## src/rtl/vga_sprite_compositor.sv

```systemverilog
// Multi-sprite overlay stage: keyboard-driven sprite motion applied in blanking,
// hit test + sprite ROM fetch + fixed-priority compositing over the background.
module vga_sprite_compositor #(
  parameter int NUM_SPRITES = 4,
  parameter int SPR_W       = 50,
  parameter int SPR_H       = 50,
  parameter int SCREEN_W    = 640,
  parameter int SCREEN_H    = 480,
  parameter int IDX_W       = 9,
  parameter int STEP        = 4,
  parameter int X_SPACING   = 80,
  parameter int TRANSPARENT = 0,
  parameter int WRAP        = 0,
  parameter int ROM_AW      = 14
) (
  input  logic              clk,
  input  logic              reset,
  input  logic              pix_en,
  input  logic [9:0]        x,
  input  logic [8:0]        y,
  input  logic              active,
  input  logic              screen_end,
  input  logic              key_valid,
  input  logic [7:0]        key_code,
  input  logic [IDX_W-1:0]  bg_idx,
  output logic [ROM_AW-1:0] rom_addr,
  input  logic [IDX_W-1:0]  rom_data,
  output logic [IDX_W-1:0]  pix_idx,
  output logic              pix_active,
  output logic [3:0]        hit_id
);

  typedef enum logic [2:0] {
    MV_NONE, MV_UP, MV_DOWN, MV_LEFT, MV_RIGHT
  } move_t;

  typedef enum logic [1:0] {IDLE, SNAP, UPDATE} state_t;

  localparam logic signed [11:0] STP  = 12'(STEP);
  localparam logic signed [11:0] XMAX = 12'(SCREEN_W - SPR_W);
  localparam logic signed [11:0] YMAX = 12'(SCREEN_H - SPR_H);
  localparam logic signed [11:0] SW   = 12'(SCREEN_W);
  localparam logic signed [11:0] SH   = 12'(SCREEN_H);

  state_t     state;
  move_t      pend;
  move_t      work;
  move_t      key_mv;
  logic       brk;
  logic       se_q;
  logic [3:0] k;
  logic [9:0] sx [NUM_SPRITES];
  logic [8:0] sy [NUM_SPRITES];

  logic [9:0]        cur_x;
  logic [8:0]        cur_y;
  logic signed [11:0] dx, dy, nx, ny, nxc, nyc;
  logic              key_is_mv;

  always_comb begin
    key_mv = MV_NONE;
    unique case (1'b1)
      key_code == 8'h1D: key_mv = MV_UP;
      key_code == 8'h1B: key_mv = MV_DOWN;
      key_code == 8'h1C: key_mv = MV_LEFT;
      key_code == 8'h23: key_mv = MV_RIGHT;
      default:           key_mv = MV_NONE;
    endcase
  end

  assign key_is_mv = key_valid && !brk && (key_mv != MV_NONE);

  // Next position of the sprite currently being walked
  always_comb begin
    cur_x = '0;
    cur_y = '0;
    for (int i = 0; i < NUM_SPRITES; i++) begin
      if (k == 4'(i)) begin
        cur_x = sx[i];
        cur_y = sy[i];
      end
    end
    dx = '0;
    dy = '0;
    unique case (work)
      MV_UP:    dy = -STP;
      MV_DOWN:  dy = STP;
      MV_LEFT:  dx = -STP;
      MV_RIGHT: dx = STP;
      default:  ;
    endcase
    nx  = $signed({2'b00, cur_x}) + dx;
    ny  = $signed({3'b000, cur_y}) + dy;
    nxc = nx;
    nyc = ny;
    if (WRAP != 0) begin
      if (nx < 0)        nxc = nx + SW;
      else if (nx >= SW) nxc = nx - SW;
      if (ny < 0)        nyc = ny + SH;
      else if (ny >= SH) nyc = ny - SH;
    end else begin
      if (nx < 0)         nxc = '0;
      else if (nx > XMAX) nxc = XMAX;
      if (ny < 0)         nyc = '0;
      else if (ny > YMAX) nyc = YMAX;
    end
  end

  always_ff @(posedge clk or negedge reset) begin
    if (!reset) begin
      state <= IDLE;
      pend  <= MV_NONE;
      work  <= MV_NONE;
      brk   <= 1'b0;
      se_q  <= 1'b0;
      k     <= '0;
      for (int i = 0; i < NUM_SPRITES; i++) begin
        sx[i] <= 10'(i * X_SPACING);
        sy[i] <= '0;
      end
    end else begin
      se_q <= screen_end;
      if (key_valid) begin
        if (brk)                    brk <= 1'b0;
        else if (key_code == 8'hF0) brk <= 1'b1;
      end
      // A key arriving in SNAP wins over the clear, so it lands next frame
      if (key_is_mv)          pend <= key_mv;
      else if (state == SNAP) pend <= MV_NONE;
      unique case (state)
        IDLE: if (screen_end && !se_q) state <= SNAP;
        SNAP: begin
          work  <= pend;
          k     <= '0;
          state <= UPDATE;
        end
        UPDATE: begin
          for (int i = 0; i < NUM_SPRITES; i++) begin
            if (k == 4'(i)) begin
              sx[i] <= 10'(nxc);
              sy[i] <= 9'(nyc);
            end
          end
          if (k == 4'(NUM_SPRITES - 1)) state <= IDLE;
          else                          k <= k + 4'd1;
        end
        default: state <= IDLE;
      endcase
    end
  end

  logic              hit;
  logic [3:0]        hid;
  logic [ROM_AW-1:0] addr;
  logic [9:0]        dxv;
  logic [9:0]        dyv;

  // Walk from the highest index down so the lowest index wins
  always_comb begin
    hit  = 1'b0;
    hid  = 4'hF;
    addr = '0;
    dxv  = '0;
    dyv  = '0;
    for (int i = NUM_SPRITES - 1; i >= 0; i--) begin
      if ({1'b0, x} >= {1'b0, sx[i]} &&
          {1'b0, x} < {1'b0, sx[i]} + 11'(SPR_W) &&
          y >= sy[i] &&
          {1'b0, y} < {1'b0, sy[i]} + 10'(SPR_H)) begin
        hit  = 1'b1;
        hid  = 4'(i);
        dxv  = x - sx[i];
        dyv  = {1'b0, y} - {1'b0, sy[i]};
        addr = ROM_AW'(i * SPR_W * SPR_H) +
               ROM_AW'(dyv * SPR_W) + ROM_AW'(dxv);
      end
    end
  end

  logic             hit0, act0, hit1, act1;
  logic [3:0]       id0, id1;
  logic [IDX_W-1:0] rd1, bg1;

  always_ff @(posedge clk or negedge reset) begin
    if (!reset) begin
      rom_addr   <= '0;
      hit0       <= 1'b0;
      id0        <= 4'hF;
      act0       <= 1'b0;
      hit1       <= 1'b0;
      id1        <= 4'hF;
      act1       <= 1'b0;
      rd1        <= '0;
      bg1        <= '0;
      pix_idx    <= '0;
      pix_active <= 1'b0;
      hit_id     <= 4'hF;
    end else if (pix_en) begin
      rom_addr   <= addr;
      hit0       <= hit;
      id0        <= hid;
      act0       <= active;
      hit1       <= hit0;
      id1        <= id0;
      act1       <= act0;
      rd1        <= rom_data;
      bg1        <= bg_idx;
      pix_active <= act1;
      if (!act1) begin
        pix_idx <= '0;
        hit_id  <= 4'hF;
      end else if (hit1 && rd1 != IDX_W'(TRANSPARENT)) begin
        pix_idx <= rd1;
        hit_id  <= id1;
      end else begin
        pix_idx <= bg1;
        hit_id  <= 4'hF;
      end
    end
  end

endmodule

```

## config.mk

```make
export PLATFORM = sky130hd
export DESIGN_NAME = vga_sprite_compositor
export DESIGN_NICKNAME = d
export VERILOG_FILES = /design/src/rtl/vga_sprite_compositor.sv
export SDC_FILE = /design/constraint.sdc
export NUM_CORES = 1
export LEC_CHECK = 0
export CAP_MARGIN = 20
export CORE_MARGIN = 2
export CORE_UTILIZATION = 57
export CTS_CLUSTER_DIAMETER = 80
export DETAILED_ROUTE_END_ITERATION = 7
export PLACE_DENSITY_LB_ADDON = 0.08
export SLEW_MARGIN = 20
export SYNTH_ARGS = -nofsm -noshare
export SYNTH_HDL_FRONTEND = slang
export SYNTH_SLANG_ARGS = --single-unit
```

## constraint.sdc

```tcl
create_clock -name clk -period 5.8 [get_ports clk]
set_clock_uncertainty 0.1 [all_clocks]
set_input_delay 1.74 -clock clk [delete_from_list [all_inputs] [get_ports clk]]
set_output_delay 1.74 -clock clk [all_outputs]
set_load 0.01 [all_outputs]
```

# After elaboration in Yosys (flattened, before gate mapping)
# Index checks and enable logic that the tools add are counted.
[word_totals]
out_inout_bits = 28
regBits = 148
in_bits = 51
elab_cells = 163
[op_classes]
n_mux = 40
add_sub_neg = 26
reduce_logical = 30
mul = 4
eq_ne = 17
magnitude_cmp = 20
[op_table]
columns = ["op", "n"]
rows = [
  ["9-bit 2-to-1 mux", 8],
  ["10-bit 2-to-1 mux", 6],
  ["14-bit by 10-bit adder with 14-bit output", 4],
  ["14-bit 2-to-1 mux", 4],
  ["10-bit by 5-bit multiplier with 13-bit output (second input constant)", 4],
  ["12-bit one-hot mux with 2 select lines", 2],
  ["10-bit by 6-bit adder with 11-bit output (second input constant)", 4],
  ["10-bit by 11-bit < comparator with 1-bit output", 4],
  ["9-bit by 6-bit adder with 10-bit output (second input constant)", 4],
  ["10-bit >= comparator", 4],
  ["9-bit by 10-bit < comparator with 1-bit output", 4],
  ["10-bit subtractor", 4],
  ["9-bit by 9-bit subtractor with 10-bit output", 4],
  ["9-bit >= comparator", 4],
  ["13-bit by 14-bit adder with 14-bit output (first input constant)", 2],
  ["4-bit 2-to-1 mux", 7],
  ["8-bit by 5-bit equality test with 1-bit output (second input constant)", 3],
  ["12-bit by 1-bit < comparator with 1-bit output (second input constant)", 2],
  ["1-bit logical AND", 16],
  ["12-bit by 14-bit adder with 14-bit output (first input constant)", 1],
  ["10-bit by 12-bit adder with 12-bit output", 1],
  ["11-bit by 12-bit adder with 12-bit output", 1],
  ["12-bit by 10-bit greater-than comparator with 1-bit output (second input constant)", 1],
  ["12-bit by 11-bit greater-than comparator with 1-bit output (second input constant)", 1],
  ["other kinds (24)", 42],
]

# Longest topological paths before layout
# Gate-level depths: netlist (run 1).
[logic_depth]
ltp_word = 9
mapped_depth = 27
mapped_depth_nobuf = 27

# Worst setup path before layout (run 1)
# Ideal clock, no wire load.
[synth_path]
kind = "in2reg"
from = "input y[0]"
to = "register rom_addr[11]"
arrival_ns = 6.655
stages = 23
path_buffers = 0
path_slack_ns = -1.081
setup_time_ns = 0.126
path_cell_list = "inv_1 -> ha_1 -> inv_1 -> a21o_1 -> a21o_2 -> a21o_1 -> a2111oi_0 -> nor3_1 -> xnor2_1 -> fa_1 -> inv_1 -> ha_1 -> xor2_1 -> ha_1 -> inv_1 -> ha_1 -> or3_1 -> o221a_2 -> a311o_1 -> xor2_1 -> a221oi_1 -> nor2_1 -> a221o_1"
[synth_via]
elab_chain_cells = 8
[synth_lines]
columns = ["item", "line_no", "text"]
rows = [
  ["from (decl)", "20", "input logic [8:0] y,"],
  ["9-bit by 9-bit subtractor with 10-bit output", "173", "dyv = {1'b0, y} - {1'b0, sy[i]};"],
  ["10-bit by 5-bit multiplier with 13-bit output", "175", "ROM_AW'(dyv * SPR_W) + ROM_AW'(dxv);"],
  ["13-bit by 14-bit adder with 14-bit output", "174", "addr = ROM_AW'(i * SPR_W * SPR_H) +"],
  ["14-bit by 10-bit adder with 14-bit output", "175", ""],
  ["14-bit 2-to-1 mux (3 in a row)", "166", "if ({1'b0, x} >= {1'b0, sx[i]} &&"],
  ["14-bit 2-to-1 mux (*)", "166", ""],
  ["to (signal assigned)", "199", "rom_addr <= addr;"],
  ["to (decl)", "26", "output logic [ROM_AW-1:0] rom_addr,"],
]
# Mark *: on every way between the ends. The rest lies on a longest branch, timed or not.
# A chain may end at the register's enable or synchronous reset.

# Worst setup path in the final report (run 1)
# Same ends and word-level chain as after synthesis.

==> results list, run 1 <==
* Post-synthesis adder-cell area fraction: 28.3%
* Largest net degree at the start of global routing: 94
- Final critical path time including I/O delays and setup: 6450 ps
- Sort of element at the end of the critical path: register
- The hold violation total from the final report is 0.
- Minimum setup slack among reg-to-reg paths: 220 ps
* Main combinational cell family by area after synthesis: adder cells
- Core Box Area: 31,400 um2
* Total number of H-tree levels: 4
- Violations in the final reports: setup timing
- The critical path is of the in2reg type.
- Setup repair after global routing could not meet its margin everywhere.
- Clk Tree Root Cell: sky130_fd_sc_hd__clkbuf_16
- Cell type contributing the most total cell area after synthesis: sky130_fd_sc_hd__ha_1
* Prevailing post-synth register cell: sky130_fd_sc_hd__dfrtp_1
- Number of DRC violations after detailed routing: 0
- Final RePlAce weighted congestion: 0.977
* Die width: 182 um
- YS warnings: 0
* Worst slew margin: 19.5%
- The worst hold path terminates at state[0]$_DFFE_PN0P_.
* Sequential area share after synthesis: 20.2%
- 0 antenna diodes ended up in the layout.
* Met2 Wirelength: 26,800 um
- Worst-case setup margin in the final layout: -646 ps
- Number of nets in the synthesized netlist: 2,499
- Initial drt markers: 1,130
- The detailed router placed 16,800 vias in this run.
- In the layout the commonest cells are 339 x sky130_fd_sc_hd__buf_4, 285 x sky130_fd_sc_hd__ha_1, 243 x sky130_fd_sc_hd__inv_1, 139 x sky130_fd_sc_hd__nand2_1, 128 x sky130_fd_sc_hd__dfrtp_1.
- At the pin with the least slew margin, the transition time is 1200 ps.
* Basic-gate share of the synthesized area counting and, or, nand and nor cells: 12.1%
- Setup violations, final: 6
- After detailed routing, the wire length on met1 is 24,500 um.
* Detail Route Antenna Nets: 0
* Synthesized-area fraction occupied by ao, oa, aoi and oai cells: 19.0%
- Synthesized area divided by synthesized cell count: 8.76 um2
- Summing every instance area after synthesis gives 18,100 um2.
- Clock latency of the later-clocked register in the worst-skew pair: 450 ps
- Number of nets in the finished design: 2,907
* Pre-Repair DR Iteration Count: 5
- Counting flops and latches in the post-synthesis netlist gives 145.
* Max Freq: 155 MHz
* Remaining Overflow, GRT: 0
- Synthesis handed over a netlist of 2,062 instances.
- Most common library cell in the layout ignoring fill and taps: sky130_fd_sc_hd__buf_4
- Fraction of registers with async set or reset after synthesis: 100%
- Number of antenna violations at the first check in global routing: 0
- The floorplan step set the die height to 182 um.
- Detailed placement ended at an HPWL of 44,000 um.
- Dividing the detail-routed via count by the number of cells gives 5.82.
- Total CTS buffers: 17
- In this run the core area contains 65 standard-cell rows.
- Number of cell instances on the worst register-to-register path: 23
- The die covers 33,100 um2.
* Crit-path max FO: 3
- Crit share post-route: 111%
- In the post-synthesis netlist, the biggest area contributors are sky130_fd_sc_hd__ha_1 24%, sky130_fd_sc_hd__dfrtp_1 18%, sky130_fd_sc_hd__xnor2_1 6.8%.
- Summing the areas of all xor and xnor instances in the mapped netlist gives 9.83% of the synthesized area.
* Worst Path Arrival: 6670 ps
- Number of buffer cells added on primary ports: 78
- Effective utilization at floorplan: 57.5%
- Multi-input gate area in the final layout: 14,700 um2
- For this run, the total global-route usage over all layers was measured as 33.2%.
* Routed length on met3: 2210 um
* # placed instances: 2,817
- Result of the run: complete, but fails checks
- Kind of launch point of the worst setup path: primary input
- Total count of max-transition violations in the final report: 0
- Max capacitance violation total: 0
- After detailed routing, the average wire length per cell comes to 19.3 um.
- Multiplexer fraction of the synthesized cell area: 3.89%
- Number of global-route vias before repair: 17,100
- The worst register-to-register path ends at rom_addr[11]$_DFFE_PN0P_.
* Number of sinks driven by the clock tree: 145
- TritonCTS built the clock tree.
- Clock tree buffer depth: 2
- During I/O placement, the number of pins put on the boundary was 79.
- After clock tree synthesis, the clock-pin slew on the worst setup and hold paths is 70 ps.
* Cts-stage hold buffer count: 0
- Wires add up to 55,700 um.
- Area used by sequential logic in the layout: 3650 um2
- Number of cells traversed by the worst hold path: 1
- The area growth from synthesis to layout is 32.9%.
- In this run, synthesis inferred 0 flip-flops with an integrated enable.
- The synthesized design devotes to its leading area cell type 24.1% of total area.
* Wire length of the first global-routing pass: 87,000 um
* Data required time of the worst path: 6020 ps
- In this run the most critical hold path is launched from se_q$_DFF_PN0_.
- Yosys mapped the design onto 89 distinct sky130hd cell types.
- After the flow finishes, the layout carries non-filler instances totaling 2,885.
- In this run the critical register-to-register path is launched from sy[0]$_DFFE_PN0P_.
* Hold Crit Class: reg2reg
* Ratio of cells with drive above 1 in the final layout: 28.2%
- Counting the fill cells in the layout gives 2,192.
- Top routing layer in use: met4
per-stage QoR:
stage	utilization [%]	hold WS, ps	setup slack (ps)	instance area (um2)	TNS [ps]
detailed placement	69.7	290	-1790	21900	-11590
floorplan	-	284	-704	18400	-2240
finish	76.4	299	-646	24000	-2870
global placement	69.7	290	-1560	21900	-10510
CTS	74.1	299	-582	23300	-2620
global route	76.4	309	-840	24000	-3950
routing by layer:
layer / global-route usage (%) / up-vias
met1: 43.3 / 8165
met2: 57.0 / 435
met3: 3.23 / 103
met5: 0 / -
met4: 13.4 / 0
li1: - / 8099
cell families (layout without fill, tap and decap cells):
logic type / Yosys count / count (layout)
AO/OA/AOI/OAI: 522 / 522
AND/OR/NAND/NOR: 436 / 436
adder cells (fa/ha/maj): 386 / 386
buffers and inverters: 312 / 733
XOR/XNOR: 197 / 197
flip-flops: 145 / 145
multiplexers: 64 / 64
worst max path at each step:
stage | startpoint | to | slack, ps | cells after the start
global route | y[0] | rom_addr[11]$_DFFE_PN0P_ | -840 | 25
global placement | y[0] | rom_addr[11]$_DFFE_PN0P_ | -1560 | 25
CTS | y[0] | rom_addr[11]$_DFFE_PN0P_ | -580 | 25
floorplan | y[0] | rom_addr[11]$_DFFE_PN0P_ | -700 | 24
detailed placement | y[0] | rom_addr[11]$_DFFE_PN0P_ | -1790 | 26
finish | y[0] | rom_addr[11]$_DFFE_PN0P_ | -650 | 25
repair_timing:
| item | 4_1_cts | 5_1_grt |
|---|---|---|
| endpoints found under the hold margin | 0 | 0 |
| setup buffers | 23 | 16 |
| gates resized for setup | 120 | 112 |
| pin swaps | 85 | 100 |
| gates cloned | 0 | 0 |
| endpoints found under the setup margin | 8 | 8 |
synth_stat cells, types with 7 or more instances:
library cell,instances
sky130_fd_sc_hd__a2111oi_0,7
sky130_fd_sc_hd__nor2_1,92
sky130_fd_sc_hd__nand3_1,24
sky130_fd_sc_hd__a31oi_1,16
sky130_fd_sc_hd__a221oi_1,20
sky130_fd_sc_hd__o31ai_1,21
sky130_fd_sc_hd__ha_1,348
sky130_fd_sc_hd__a21o_1,53
sky130_fd_sc_hd__o21ai_0,133
sky130_fd_sc_hd__a211o_1,14
sky130_fd_sc_hd__and3_1,10
sky130_fd_sc_hd__dfrtp_1,128
sky130_fd_sc_hd__a211oi_1,15
sky130_fd_sc_hd__o21a_1,20
sky130_fd_sc_hd__mux2_2,50
sky130_fd_sc_hd__xor2_1,53
sky130_fd_sc_hd__fa_1,38
sky130_fd_sc_hd__a21boi_0,9
sky130_fd_sc_hd__o2bb2ai_1,11
sky130_fd_sc_hd__or3_1,9
sky130_fd_sc_hd__o21ai_1,7
sky130_fd_sc_hd__mux2i_1,14
sky130_fd_sc_hd__or2_2,7
sky130_fd_sc_hd__clkbuf_1,36
sky130_fd_sc_hd__o211ai_1,9
sky130_fd_sc_hd__xnor2_1,140
sky130_fd_sc_hd__dfstp_2,17
sky130_fd_sc_hd__nand4_1,23
sky130_fd_sc_hd__nand2b_1,22
sky130_fd_sc_hd__nor3_1,37
sky130_fd_sc_hd__o21bai_1,14
sky130_fd_sc_hd__nand2_1,146
sky130_fd_sc_hd__a21oi_1,118
sky130_fd_sc_hd__nor2b_1,21
sky130_fd_sc_hd__inv_1,269
worst max-delay path: stages:
cell,delay [ps]
sky130_fd_sc_hd__buf_8,90
sky130_fd_sc_hd__inv_12,30
sky130_fd_sc_hd__ha_4,150
sky130_fd_sc_hd__fa_2,350
sky130_fd_sc_hd__nor2b_2,130
sky130_fd_sc_hd__o21ai_2,70
sky130_fd_sc_hd__nand2_2,90
sky130_fd_sc_hd__xor2_1,170
sky130_fd_sc_hd__ha_1,260
sky130_fd_sc_hd__ha_1,290
sky130_fd_sc_hd__inv_2,40
sky130_fd_sc_hd__fa_1,510
sky130_fd_sc_hd__inv_2,40
sky130_fd_sc_hd__ha_4,220
sky130_fd_sc_hd__xor2_1,160
sky130_fd_sc_hd__ha_1,280
sky130_fd_sc_hd__inv_1,50
sky130_fd_sc_hd__ha_2,180
sky130_fd_sc_hd__or3_4,330
sky130_fd_sc_hd__o221a_4,230
sky130_fd_sc_hd__a311o_1,370
sky130_fd_sc_hd__xor2_2,180
sky130_fd_sc_hd__a221oi_2,280
sky130_fd_sc_hd__nor2_1,90
sky130_fd_sc_hd__a221o_1,330
flip-flops by register name (all words and copies together), names as in the netlist, 4 cells and up:
register  count
bg1           9
k             4
pix_idx       9
rd1           9
rom_addr     14
sx           40
sy           36
cell type report:
class	count	share of cell area, %
clock buffers	20	1.95
clock inverters	12	0.699
inverters	269	4.28
multi-input cells	1605	61.2
flip-flops and latches	145	15.2
well taps	402	2.10
repair buffers	432	14.6
Power of run 1 is left out: the tool's default activity adds up to more than one toggle a clock period on the data nets, which glitch-free logic cannot reach.
==> inputs of run 2 (changes only) <==
Settings changed: CORE_UTILIZATION 57 to 40.
==> results list, run 2 (synthesized netlist as in run 1, its figures left out) <==
* Vias/cell: 5.26 (was 5.82)
* Wire length of the first global-routing pass: 87,600 um (was 87,000 um)
* Number of antenna violations at the first check in global routing: 1 (was 0)
- End of the worst register-to-register path: rom_addr[11]$_DFFE_PN0P_ (unchanged)
* Largest stage delay on the critical path: 540 ps (was 510 ps)
- The routed wire length is 56,200 um (was 55,700 um).
- The required time reported for the critical path endpoint is 6070 ps (was 6020 ps).
- The count of buffers from port buffering was 78 (unchanged).
- Max Freq: 159 MHz (was 155 MHz)
- Initial drt markers: 887 (was 1,130)
- CTS clk-pin slew, worst paths: 80 ps (was 70 ps)
- The time the worst path needs with I/O delays and setup came to 6300 ps (was 6450 ps).
- The first-pass iteration count of the detailed router is 5 (unchanged).
- Number of DRC violations after detailed routing: 0 (unchanged)
- The number of cells on the worst reg-to-reg path is 23 (unchanged).
- Crit share post-route: 109% (was 111%)
- The vertical extent of the die is 216 um (was 182 um).
- The family of cells with the greatest summed delay on the critical path is adder cells (unchanged).
- Minimum setup slack among reg-to-reg paths: 370 ps (was 220 ps)
* Critical path start-end classification: in2reg (unchanged)
- The flip-flop count of the largest register after layout is 40 (unchanged).
- TritonCTS clock tree: done (unchanged)
* Total vias in the final route: 16,200 (was 16,800)
- Total count of max-transition violations in the final report: 0 (unchanged)
- Sort of element at the end of the critical path: register (unchanged)
* Number of global-route vias before repair: 16,300 (was 17,100)
- The register with the most flip-flops was sx (unchanged).
- Final RePlAce weighted congestion: 0.921 (was 0.977)
- Hold Crit Class: reg2reg (unchanged)
* Total placed instance area: 22,300 um2 (was 21,900 um2)
- The largest net degree at the start of global routing is 103 (was 94).
- The insertion delay of the later-clocked pin in the worst-skew pair was 480 ps (was 450 ps).
* Total CTS buffers: 17 (unchanged)
- The cell with the largest stage delay on the worst path is sky130_fd_sc_hd__fa_1 (unchanged).
- Number of sinks driven by the clock tree: 145 (unchanged)
* WHS: 303 ps (was 299 ps)
* Final hold violations: 0 (unchanged)
- The count of inserted antenna diode cells was 0 (unchanged).
- Max capacitance violation total: 0 (unchanged)
- The cell occurring most often along the worst timing path is sky130_fd_sc_hd__ha_1 (unchanged).
- The initial core utilization was 40.7% (was 57.5%).
- Highest-count cells in the layout ignoring fill and taps: 350 x sky130_fd_sc_hd__buf_4, 292 x sky130_fd_sc_hd__ha_1, 245 x sky130_fd_sc_hd__inv_1, 140 x sky130_fd_sc_hd__nand2_1, 128 x sky130_fd_sc_hd__dfrtp_1 (was 339 x sky130_fd_sc_hd__buf_4, 285 x sky130_fd_sc_hd__ha_1, 243 x sky130_fd_sc_hd__inv_1, 139 x sky130_fd_sc_hd__nand2_1, 128 x sky130_fd_sc_hd__dfrtp_1).
* Number of nets in the finished design: 2,917 (was 2,907)
- Result of the run: complete, but fails checks (unchanged).
- The end-of-flow core utilization came to 54.4% (was 76.4%).
* Floorplan die area: 46,900 um2 (was 33,100 um2)
* Crit-path max FO: 4 (was 3)
* Worst flop-to-flop path startpoint: sy[0]$_DFFE_PN0P_ (unchanged)
- Worst-case setup margin in the final layout: -496 ps (was -646 ps)
- Cell Rows: 77 (was 65)
- The leftover overflow at the end of global routing was 0 (unchanged).
- The total routing usage reported by global routing is 24.1% (was 33.2%).
- The count of nets left with antenna violations after detail routing was 0 (unchanged).
- The library cell used as clock root buffer is sky130_fd_sc_hd__clkbuf_16 (unchanged).
- Total number of H-tree levels: 4 (unchanged)
- The layout overhead on the synthesized area came to 33.9% (was 32.9%).
- The number of top-level pins is 79 (unchanged).
- The number of buffers inserted by hold repair at cts is 0 (unchanged).
- The end of the worst hold path was state[0]$_DFFE_PN0P_ (unchanged).
- The headroom to the max-slew limit came to 36.1% (was 19.5%).
- Top Registers: sx x40, sy x36, rom_addr x14 (unchanged).
* Most common library cell in the layout ignoring fill and taps: sky130_fd_sc_hd__buf_4 (unchanged)
- Core Box Area: 44,400 um2 (was 31,400 um2)
* Worst Path Arrival: 6570 ps (was 6670 ps)
- Final design instance area without fill: 24,200 um2 (was 24,000 um2)
* Violations in the final reports: setup timing (unchanged)
- The proportion of layout cells with a drive suffix above 1 is 28.0% (was 28.2%).
* Setup violations, final: 6 (unchanged)
- The detailed-route wire length per cell is 18.2 um (was 19.3 um).
- Clock tree buffer depth: 2 (unchanged)
- The worst min-delay path startpoint is se_q$_DFF_PN0_ (unchanged).
- RSZ-0062 raised after global routing: true (unchanged).
- The transition at the pin with the smallest max-transition slack came to 955 ps (was 1200 ps).
* Hpwl dp: 46,500 um (was 44,000 um)
- Number of buffers and inverters on the critical path: 5 (unchanged)
- The critical path launch point type is a primary input (unchanged).
- The die extent in x is 216 um (was 182 um).
* Number of cells traversed by the worst hold path: 1 (unchanged)
run 2: cell count changes in the layout (fill, tap and decap cells not counted), moves of 4 or more:
cell / change
sky130_fd_sc_hd__a21oi_2: -7
sky130_fd_sc_hd__ha_4: -7
sky130_fd_sc_hd__xnor2_2: +5
sky130_fd_sc_hd__ha_1: +7
sky130_fd_sc_hd__buf_4: +11
sky130_fd_sc_hd__a21oi_1: +4
sky130_fd_sc_hd__inv_6: -4
sky130_fd_sc_hd__inv_8: +5
sky130_fd_sc_hd__clkinv_8: +6
run 2: how the worst max path moves through the flow:
stage / start / end / slack [ps] / cells after the start
final: y[0] / rom_addr[11]$_DFFE_PN0P_ / -500 / 25
after global routing: y[0] / rom_addr[11]$_DFFE_PN0P_ / -670 / 24
after CTS: y[0] / rom_addr[11]$_DFFE_PN0P_ / -540 / 25
after detailed placement: y[0] / rom_addr[11]$_DFFE_PN0P_ / -1730 / 25
after global placement: y[0] / rom_addr[11]$_DFFE_PN0P_ / -1610 / 25
after floorplan: y[0] / rom_addr[11]$_DFFE_PN0P_ / -700 / 24
run 2: worst register-to-register path: stages (launching register included):
cell	delay, ps
sky130_fd_sc_hd__dfrtp_1	470
sky130_fd_sc_hd__ha_4	220
sky130_fd_sc_hd__fa_2	350
sky130_fd_sc_hd__nor2b_2	150
sky130_fd_sc_hd__o21ai_2	80
sky130_fd_sc_hd__nand2_2	90
sky130_fd_sc_hd__xor2_1	160
sky130_fd_sc_hd__ha_1	250
sky130_fd_sc_hd__ha_1	300
sky130_fd_sc_hd__inv_2	40
sky130_fd_sc_hd__fa_1	540
sky130_fd_sc_hd__inv_2	50
sky130_fd_sc_hd__ha_4	230
sky130_fd_sc_hd__xor2_2	140
sky130_fd_sc_hd__ha_1	270
sky130_fd_sc_hd__inv_1	40
sky130_fd_sc_hd__ha_2	170
sky130_fd_sc_hd__or3_1	310
sky130_fd_sc_hd__o221a_4	230
sky130_fd_sc_hd__a311o_1	330
sky130_fd_sc_hd__xor2_2	190
sky130_fd_sc_hd__a221oi_2	270
sky130_fd_sc_hd__nor2_1	60
sky130_fd_sc_hd__a221o_1	280
run 2: cell type report:
type                            instances  area (um2)
Timing Repair Buffer                  442        3590
Clock inverter                         15         189
Sequential cell                       145        3650
Inverter                              269        1020
Clock buffer                           17         425
Fill cell                            4115       20200
Tap cell                              592         741
Multi-Input combinational cell       1605       14600
run 2: routing by layer:
layer / vias to the layer above / global-route usage (%) / part of all wire, %
li1: 8126 / - / -
met1: 7788 / 30.9 / 46
met2: 237 / 41.2 / 48
met3: 66 / 3.71 / 3.2
met4: 0 / 8.65 / 3.2
met5: - / 0 / 0
run 2: what timing repair did:
action / 4_1_cts / 5_1_grt
buffers inserted: 24 / 6
cloned: 0 / 0
gates resized for setup: 129 / 90
setup endpoints to repair: 8 / 8
pin swaps: 90 / 61
run 2: per-stage QoR:
step,worst slack (ps),instances,setup TNS [ps]
3_3_place_gp,-1610,3027,-10970
3_5_place_dp,-1730,3027,-11460
4_1_cts,-536,3082,-2110
5_1_grt,-668,3085,-2870
6_report,-496,3085,-1780
2_1_floorplan,-704,2062,-2240
Power of run 2 is left out for the same reason.
==> inputs of run 3 (changes only) <==
Settings changed: CORE_UTILIZATION 40 to 57.
==> results of run 3 <==
Final layout, timing and power as in run 1 (identical DEF).
Power of run 3 is left out for the same reason.
